==> src/rtl/lsu_mem_port.sv <==
// lsu_mem_port: RV32I load/store initiator driving read port 2 and the byte-enable write port of ram.
// Build macro LSU_MISALIGN_SPLIT_EN: misaligned accesses become two word transactions instead of errors.
module lsu_mem_port #(
    parameter int MEM_WORDS = 500
) (
    input  logic        clk,
    input  logic        rst,
    input  logic        req_valid,
    output logic        req_ready,
    input  logic        req_we,
    input  logic [2:0]  req_funct3,
    input  logic [31:0] req_addr,
    input  logic [31:0] req_wdata,
    output logic        resp_valid,
    output logic [31:0] resp_rdata,
    output logic        resp_err,
    output logic [29:0] mem_r_addr,
    input  logic [31:0] mem_r_val,
    output logic        mem_w_enable,
    output logic [29:0] mem_w_addr,
    output logic [31:0] mem_w_val,
    output logic [3:0]  mem_byte_en
);
`ifdef LSU_MISALIGN_SPLIT_EN
    localparam bit SPLIT_EN = 1'b1;
`else
    localparam bit SPLIT_EN = 1'b0;
`endif
    localparam logic [30:0] WORD_LIMIT = 31'(MEM_WORDS);

    typedef enum logic [2:0] {S_IDLE, S_RD0, S_RD1, S_RDCAP, S_WR0, S_WR1, S_RESP} state_t;
    state_t r_state, w_next;

    logic [1:0]  w_off;
    logic [29:0] w_wa, w_wa1;
    logic [3:0]  w_smask;
    logic [7:0]  w_mask8;
    logic [63:0] w_data64;
    logic        w_mis, w_bad_f3, w_oor_lo, w_oor_hi, w_err;

    assign w_off    = req_addr[1:0];
    assign w_wa     = req_addr[31:2];
    assign w_wa1    = w_wa + 30'd1;
    assign w_mask8  = {4'b0000, w_smask} << w_off;
    assign w_data64 = {32'd0, req_wdata} << {w_off, 3'b000};
    // Any lane spilling into the upper word means o + size > 4.
    assign w_mis    = |w_mask8[7:4];
    assign w_bad_f3 = req_we ? (req_funct3 > 3'd2) : (req_funct3 == 3'd3 || req_funct3 > 3'd5);
    assign w_oor_lo = {1'b0, w_wa} >= WORD_LIMIT;
    assign w_oor_hi = {1'b0, w_wa1} >= WORD_LIMIT;
    assign w_err    = w_bad_f3 | w_oor_lo | (w_mis & (w_oor_hi | ~SPLIT_EN));

    always_comb begin
        w_smask = 4'b0000;
        case (req_funct3[1:0])
            2'd0:    w_smask = 4'b0001;
            2'd1:    w_smask = 4'b0011;
            2'd2:    w_smask = 4'b1111;
            default: w_smask = 4'b0000;
        endcase
    end

    logic [1:0]  r_off;
    logic [2:0]  r_f3;
    logic        r_split;
    logic [29:0] r_wa1;
    logic [3:0]  r_hi_mask;
    logic [31:0] r_hi_data, r_d0;

    // NOTE: payload registers carry no reset; they are only consumed in states entered after a fresh accept.
    always_ff @(posedge clk) begin
        if (r_state == S_IDLE && req_valid) begin
            r_off     <= w_off;
            r_f3      <= req_funct3;
            r_split   <= w_mis;
            r_wa1     <= w_wa1;
            r_hi_mask <= w_mask8[7:4];
            r_hi_data <= w_data64[63:32];
        end
        if (r_state == S_RD1) r_d0 <= mem_r_val;
    end

    logic [63:0] w_pair;
    logic [31:0] w_word, w_load;

    assign w_pair = r_split ? {mem_r_val, r_d0} : {32'd0, mem_r_val};
    assign w_word = w_pair[6'({r_off, 3'b000}) +: 32];

    always_comb begin
        w_load = 32'd0;
        case (r_f3)
            3'd0:    w_load = {{24{w_word[7]}}, w_word[7:0]};
            3'd1:    w_load = {{16{w_word[15]}}, w_word[15:0]};
            3'd2:    w_load = w_word;
            3'd4:    w_load = {24'd0, w_word[7:0]};
            3'd5:    w_load = {16'd0, w_word[15:0]};
            default: w_load = 32'd0;
        endcase
    end

    always_ff @(posedge clk) begin
        if (rst) r_state <= S_IDLE;
        else     r_state <= w_next;
    end

    always_comb begin
        w_next = r_state;
        case (r_state)
            S_IDLE:  if (req_valid) w_next = w_err ? S_RESP : (req_we ? S_WR0 : S_RD0);
            S_RD0:   w_next = r_split ? S_RD1 : S_RDCAP;
            S_RD1:   w_next = S_RDCAP;
            S_RDCAP: w_next = S_RESP;
            S_WR0:   w_next = r_split ? S_WR1 : S_IDLE;
            S_WR1:   w_next = S_IDLE;
            S_RESP:  w_next = S_IDLE;
            default: w_next = S_IDLE;
        endcase
    end

    logic        r_req_ready, r_resp_valid, r_resp_err, r_w_enable;
    logic [31:0] r_resp_rdata, r_w_val;
    logic [29:0] r_r_addr, r_w_addr;
    logic [3:0]  r_byte_en;
    logic        w_nx_ready, w_nx_resp_valid, w_nx_resp_err, w_nx_w_enable;
    logic [31:0] w_nx_resp_rdata, w_nx_w_val;
    logic [29:0] w_nx_r_addr, w_nx_w_addr;
    logic [3:0]  w_nx_byte_en;

    always_comb begin
        w_nx_ready      = (w_next == S_IDLE);
        w_nx_resp_valid = 1'b0;
        w_nx_resp_err   = 1'b0;
        w_nx_resp_rdata = 32'd0;
        w_nx_r_addr     = r_r_addr;
        w_nx_w_enable   = 1'b0;
        w_nx_w_addr     = r_w_addr;
        w_nx_w_val      = r_w_val;
        w_nx_byte_en    = 4'd0;
        case (r_state)
            S_IDLE: if (req_valid) begin
                if (w_err) begin
                    w_nx_resp_valid = 1'b1;
                    w_nx_resp_err   = 1'b1;
                end else if (req_we) begin
                    w_nx_w_enable   = 1'b1;
                    w_nx_w_addr     = w_wa;
                    w_nx_w_val      = w_data64[31:0];
                    w_nx_byte_en    = w_mask8[3:0];
                    w_nx_resp_valid = ~w_mis;
                end else begin
                    w_nx_r_addr = w_wa;
                end
            end
            S_RD0: if (r_split) w_nx_r_addr = r_wa1;
            S_RDCAP: begin
                w_nx_resp_valid = 1'b1;
                w_nx_resp_rdata = w_load;
            end
            S_WR0: if (r_split) begin
                w_nx_w_enable   = 1'b1;
                w_nx_w_addr     = r_wa1;
                w_nx_w_val      = r_hi_data;
                w_nx_byte_en    = r_hi_mask;
                w_nx_resp_valid = 1'b1;
            end
            default: ;
        endcase
    end

    always_ff @(posedge clk) begin
        if (rst) begin
            r_req_ready  <= 1'b1;
            r_resp_valid <= 1'b0;
            r_resp_err   <= 1'b0;
            r_resp_rdata <= 32'd0;
            r_r_addr     <= 30'd0;
            r_w_enable   <= 1'b0;
            r_w_addr     <= 30'd0;
            r_w_val      <= 32'd0;
            r_byte_en    <= 4'd0;
        end else begin
            r_req_ready  <= w_nx_ready;
            r_resp_valid <= w_nx_resp_valid;
            r_resp_err   <= w_nx_resp_err;
            r_resp_rdata <= w_nx_resp_rdata;
            r_r_addr     <= w_nx_r_addr;
            r_w_enable   <= w_nx_w_enable;
            r_w_addr     <= w_nx_w_addr;
            r_w_val      <= w_nx_w_val;
            r_byte_en    <= w_nx_byte_en;
        end
    end

    // Reset squashes a write or response already registered for this cycle, so it never reaches the ram edge.
    assign req_ready    = r_req_ready;
    assign resp_valid   = r_resp_valid & ~rst;
    assign resp_err     = r_resp_err;
    assign resp_rdata   = r_resp_rdata;
    assign mem_r_addr   = r_r_addr;
    assign mem_w_enable = r_w_enable & ~rst;
    assign mem_w_addr   = r_w_addr;
    assign mem_w_val    = r_w_val;
    assign mem_byte_en  = r_byte_en & {4{~rst}};

endmodule

==> config.mk <==
export PLATFORM = sky130hd
export DESIGN_NAME = lsu_mem_port
export DESIGN_NICKNAME = d
export VERILOG_FILES = /design/src/rtl/lsu_mem_port.sv
export SDC_FILE = /design/constraint.sdc
export NUM_CORES = 1
export LEC_CHECK = 0
export ABC_CLOCK_PERIOD_IN_PS = 4200
export CAP_MARGIN = 20
export CORE_ASPECT_RATIO = 0.6
export CORE_MARGIN = 2
export CORE_UTILIZATION = 45
export DETAILED_ROUTE_END_ITERATION = 8
export MAX_ROUTING_LAYER = met4
export PLACE_DENSITY = 0.73
export SYNTH_ARGS = -nofsm -noshare
export SYNTH_HDL_FRONTEND = slang
export SYNTH_SLANG_ARGS = --single-unit
==> constraint.sdc <==
create_clock -name clk -period 4.2 [get_ports clk]
set_input_delay 0.42 -clock clk [delete_from_list [all_inputs] [get_ports clk]]
set_output_delay 0.42 -clock clk [all_outputs]
set_load 0.05 [all_outputs]
; ---- Yosys cells after proc, flatten, opt, wreduce, memory -nomap -nowiden
; Index checks and enable logic that the tools add are counted.
[word_totals]
register_bits = 239
inputBits = 103
elab_cells = 103
[op_classes]
n_addsub = 1
n_lt_le_gt_ge = 3
n_eq_ne = 17
n_shift = 3
mux = 39
bitwise_logic = 10
reduce_logical = 13
[op_table]
columns = operator, count
row1 = 30-bit two-way mux, 7
row2 = 32-bit case mux with 5 select lines, 1
row3 = 32-bit two-way mux, 4
row4 = 30-bit case mux with 2 select lines, 2
row5 = 64-bit two-way mux, 1
row6 = 32-bit case mux with 2 select lines, 1
row7 = 64-bit by 6-bit indexed part select with 32-bit output, 1
row8 = 32-bit by 5-bit << shifter with 64-bit output, 1
row9 = "30-bit by 1-bit adder with 30-bit output, second input constant", 1
row10 = "30-bit by 9-bit greater-or-equal comparator with 1-bit output, second input constant", 1
row11 = 4-bit two-way mux, 4
row12 = 3-bit case mux with 5 select lines, 1
row13 = "3-bit by 2-bit == test with 1-bit output, second input constant", 4
row14 = 3-bit two-way mux, 4
row15 = "2-bit != test, second input constant", 6
row16 = 4-bit case mux with 3 select lines, 1
row17 = 1-bit two-way mux, 10
row18 = 5-bit AND reduction, 2
row19 = "3-bit == test, second input constant", 3
row20 = 3-bit zero test, 3
row21 = 4-bit case mux with 2 select lines, 1
row22 = 4-bit by 2-bit << shifter with 8-bit output, 1
row23 = "3-bit by 1-bit == test with 1-bit output, second input constant", 2
row24 = 1-bit NOT, 5
row25 = 16 further kinds, 19

; ---- Longest topological paths before layout
[depth]
ltp_word = 9
depth_mapped = 9
mapped_depth_nobuf = 7

; ---- Worst setup path after synthesis
; OpenSTA, ideal clock, no wires.
[synth_path]
kind = register -> register
start = register r_state[2]
end = register r_d0[0], enable pin
setup_time_ns = 0.463
arrival_time_ns = 2.744
slack_ns = 0.993
path_stages_with_launch = 3
path_buffers = 1
cell_sequence = dfxtp_1 > clkbuf_1 > nor3_1
[synth_via]
elab_chain_cells = 1
[synth_rtl]
columns = element, line
row1 = from (decl), 32  ; state_t r_state, w_next;
row2 = from (signal assigned), 103  ; else r_state <= w_next;
row3 = 3-bit by 2-bit == test with 1-bit output, 80  ; if (r_state == S_RD1) r_d0 <= mem_r_val;
row4 = to (signal assigned), 80
row5 = to (decl), 68  ; logic [31:0] r_hi_data, r_d0;
; Every way passes these cells.
; A chain may end at the register's enable or synchronous reset.

; ---- Final worst setup path
[layout_path]
start = register r_off[0]
end = register r_resp_rdata[20] (netlist: resp_rdata[20])
[layout_via]
elab_chain_cells = 2
[layout_rtl]
columns = element, line
row1 = from (decl), 63  ; logic [1:0] r_off;
row2 = from (signal assigned), 73  ; r_off <= w_off;
row3 = 64-bit by 6-bit indexed part select with 32-bit output, 87  ; assign w_word = w_pair[6'({r_off, 3'b000}) +: 32];
row4 = 32-bit case mux with 5 select lines, 91  ; case (r_f3)
row5 = to (signal assigned), 185  ; r_resp_rdata <= w_nx_resp_rdata;
row6 = to (decl), 121  ; logic [31:0] r_resp_rdata, r_w_val;
; Every way passes these cells.

==> summary.md <==
| Metric | Value |
|---|---|
| Status | `completed` |
| Nets | `1388` |
| Synth cell count leaders | `nand2_1 (163), dfxtp_1 (135), mux2i_1 (128)` |
| Worst flop-to-flop path startpoint | `r_off[0]` |
| Crit path max-delay family | `flip-flops` |
| Leak pwr | `5.71 nW` |
| Sequential area share after synthesis | `48.5%` |
| Internal | `0.00437 W` |
| CTS sink count | `230` |
| Setup bufs post-CTS | `0` |
| Slowest CP cell | `edfxtp_1` |
| Clock power frac | `35.7%` |
| CP required | `4560 ps` |
| Post-DP HPWL | `23.4 mm` |
| Crit path max fanout | `22` |
| Yosys reg bits | `230` |
| Fin crit share | `70.7%` |
| Antenna Violating Nets Remaining | `0` |
| CTS tree | `built` |
| Share of layout cells above drive strength 1 | `roughly an eighth` |
| Routed met2 length | `13.3 mm` |
| Area of the multi-input gates | `5410 µm²` |
| Post-synth cell types | `58` |
| Initial DRC Count | `around 790` |
| Largest net degree at the start of global routing | `57` |
| End of the critical path | `resp_rdata[20]` |
| Crit. End Element | `flop` |
| Gpl congestion | `around 0.90` |
| # setup viols final | `0` |
| RSZ-0062 raised after global routing | `false` |
| Max_cap viols | `0` |
| Hold crit path type | `in -> reg` |
| Via count | `9155` |
| I/O pin total | `235` |
| Post-synth EDFFs | `95` |
| GR Util All Layers | `24.6%` |
| Actual slew at the worst max-slew pin | `1090 ps` |
| Hold buffers post-CTS | `0` |
| Bufs and invs on worst path | `1` |
| Reg area | `5560 µm²` |
| Critical path origin | `r_off[0]` |
| DR top layer | `met4` |
| Crit path launch type | `flop` |
| Core Area | `25100 µm²` |
| Critical path type | `reg -> reg` |
| Worst reg2reg setup slack | `1230 ps` |
| Seq pwr share | `43.4%` |
| Final setup TNS | `0 ps` |
| DR pass1 iterations | `5` |
| Vias in the first global route | `8592` |
| Area of the mapped netlist | `11400 µm²` |
| Number of port buffers | `234` |
| Grt total ovfl | `0` |
| Starting Density | `45.6%` |
| Filler instances | `2098` |
| Final hold vios | `0` |
| Maximum operating frequency | `approximately 340 MHz` |
| CTS Root Cell | `clkbuf_16` |
| Total length of routed wires | `32.5 mm` |
| Num rows | `45` |
| Logic pwr share | `about a fifth` |
| Final Cell Area | `about 15000 µm²` |
| Dominant synthesized flop cell | `dfxtp_1` |
| Sw frac | `28.8%` |
| PwrDens | `~410 nW/µm²` |
| Final Slew Violations | `0` |
| H-tree level count | `1` |
| DIE HEIGHT | `128 µm` |
| Top cell type's share of synthesized area | `24.9%` |
| Number of CTS-inserted buffers | `23` |
| Clk slew on worst S/H paths | `70 ps` |
| Synth Instances | `1079` |
| Vias per cell | `5.63` |
| Die Width | `between 200 and 250 µm` |
| Slew margin rel. | `27.0%` |
| Most frequent cell after synthesis | `nand2_1` |
| Syn_area_per_cell | `10.6 µm²` |
| Synth top area cells | `edfxtp_1 (25%), dfxtp_1 (24%), mux2i_1 (11%)` |
| R2R cell count | `6` |
| Critical Path Stages | `6` |
| Post-cts gate resize count | `0` |
| Net Sw Power | `0.00177 W` |
| Synth async-reset ratio | `0%` |
| Syn-to-layout area delta | `29.2%` |
| Clock skew | `about 10 ps` |
| Fin crit period | `2970 ps` |
| CP peak stage delay | `1030 ps` |
| Clock Tree Buf Depth | `3` |
| Initial antenna violation count | `2` |
| First-pass GRT wire length | `50.0 mm` |
| Clk_lat worst skew | `520 ps` |
| Synth warnings | `0` |
| VDD IR max | `0.181 mV` |
| WL met3 | `3.06 mm` |
| Net count after synthesis | `1189` |
| Reg-to-Reg End | `resp_rdata[20]` |
| Crit path DAT | `3320 ps` |
| Metal-1 WL | `between 15 and 20 mm` |
| Placed cell area | `14000 µm²` |
| Die area | `26800 µm²` |
| Worst-path cell chain | `mux2i_1 > mux4_2 > nor4_4 > buf_4 > o21ba_1 > a21oi_1` |
| Biggest area consumer among synthesized cells | `edfxtp_1` |
| Routed len/inst | `20.0 µm` |
| DRC viols | `0` |
-- layer usage --
metal | vias to the layer above | track usage (%)
met2 | 382 | 33.6
met3 | 53 | 5.75
met1 | 4396 | 36.5
met4 | 0 | 5.97
met5 | - | -
li1 | 4324 | -
-- per-stage QoR --
| step | cells | hold WS, ps | power (W) | utilization [%] | setup slack, ps |
|---|---|---|---|---|---|
| 6_report | 1625 | 321 | 0.00613 | 58.9 | 1230 |
| 5_1_grt | 1625 | 373 | 0.00637 | 58.9 | 1010 |
| 4_1_cts | 1623 | 307 | 0.00616 | 58.9 | 1220 |
| 3_5_place_dp | 1582 | 451 | 0.00398 | 55.7 | 962 |
| 3_3_place_gp | 1582 | 446 | 0.00395 | 55.7 | 980 |
| 2_1_floorplan | 1079 | 412 | 0.00353 | - | 993 |
-- worst reg2reg max path, cell delays in order (launching register included) --
cell	delay, ps
edfxtp_1	1030
mux2i_1	320
mux4_2	320
nor4_4	40
buf_4	170
o21ba_1	770
a21oi_1	150
-- how the worst min path moves through the flow --
stage	cells after the start	start	end	slack [ps]
4_1_cts	3	req_addr[0]	r_split	310
2_1_floorplan	2	r_hi_mask[0]	r_byte_en[0]	410
3_3_place_gp	2	mem_w_addr[3]	mem_w_addr[3]	450
3_5_place_dp	2	mem_w_addr[3]	mem_w_addr[3]	450
6_report	3	req_addr[0]	r_split	320
5_1_grt	3	req_addr[0]	r_split	370
-- cell type report --
| cell class | count | share of cell area (%) |
|---|---|---|
| Multi-Input combinational cell | 735 | 36.6 |
| Inverter | 35 | 0.897 |
| Tap cell | 329 | 2.78 |
| Sequential cell | 230 | 37.6 |
| Antenna cell | 2 | 0.0338 |
| Timing Repair Buffer | 253 | 16.7 |
| Clock buffer | 31 | 4.58 |
| Clock inverter | 10 | 0.854 |
-- kinds of logic after synthesis --
group,count (synthesis),synth area share (%)
buffers and inverters,114,4.38
adder cells (fa/ha/maj),7,0.765
XOR/XNOR,28,2.14
AO/OA/AOI/OAI,172,11.0
flip-flops,230,48.5
multiplexers,200,19.8
AND/OR/NAND/NOR,328,13.3
-- power by group through the flow --
stage               logic, W  registers (W)  clock network [W]
floorplan           0.000690        0.00284                  0
global placement     0.00125        0.00270                  0
detailed placement   0.00127        0.00271                  0
CTS                  0.00127        0.00266            0.00223
global route         0.00137        0.00268            0.00231
finish               0.00128        0.00266            0.00219
-- registers in the layout, summed over array words and instances, names as in the netlist --
name,count
r_split,1
r_byte_en,4
r_w_enable,1
resp_err,1
mem_w_val,32
req_ready,1
r_d0,32
r_hi_mask,3
r_resp_valid,1
r_hi_data,24
r_off,2
resp_rdata,32
mem_w_addr,30
r_f3,3
r_state,3
mem_r_addr,30
r_wa1,30
-- cell usage in the layout (no fill, tap or decap), types with 5 or more instances in the layout --
| cell type | synthesis | final |
|---|---|---|
| a21oi_2 | 8 | 8 |
| nor2_1 | 52 | 52 |
| edfxtp_1 | 95 | 95 |
| ha_1 | 7 | 7 |
| a21oi_1 | 29 | 28 |
| nand3_1 | 28 | 28 |
| nand4_1 | 9 | 9 |
| nand2_1 | 163 | 163 |
| nor2b_1 | 17 | 17 |
| nor4_1 | 8 | 8 |
| dfxtp_1 | 135 | 135 |
| xor2_1 | 8 | 8 |
| buf_4 | 0 | 19 |
| nor3_1 | 9 | 8 |
| inv_1 | 34 | 32 |
| xnor2_1 | 20 | 20 |
| a32o_1 | 21 | 21 |
| a22o_1 | 9 | 9 |
| mux2_2 | 56 | 56 |
| a22oi_1 | 7 | 7 |
| a211o_1 | 8 | 8 |
| clkdlybuf4s50_1 | 0 | 231 |
| a21o_1 | 9 | 9 |
| o221ai_1 | 9 | 9 |
| o22ai_1 | 7 | 7 |
| clkbuf_8 | 0 | 5 |
| mux4_2 | 16 | 16 |
| o211ai_1 | 18 | 18 |
| clkbuf_16 | 0 | 24 |
| mux2i_1 | 128 | 128 |
| and3_1 | 15 | 15 |
| o21ai_0 | 32 | 32 |
Note: power is estimated with default switching activity, not from simulation.
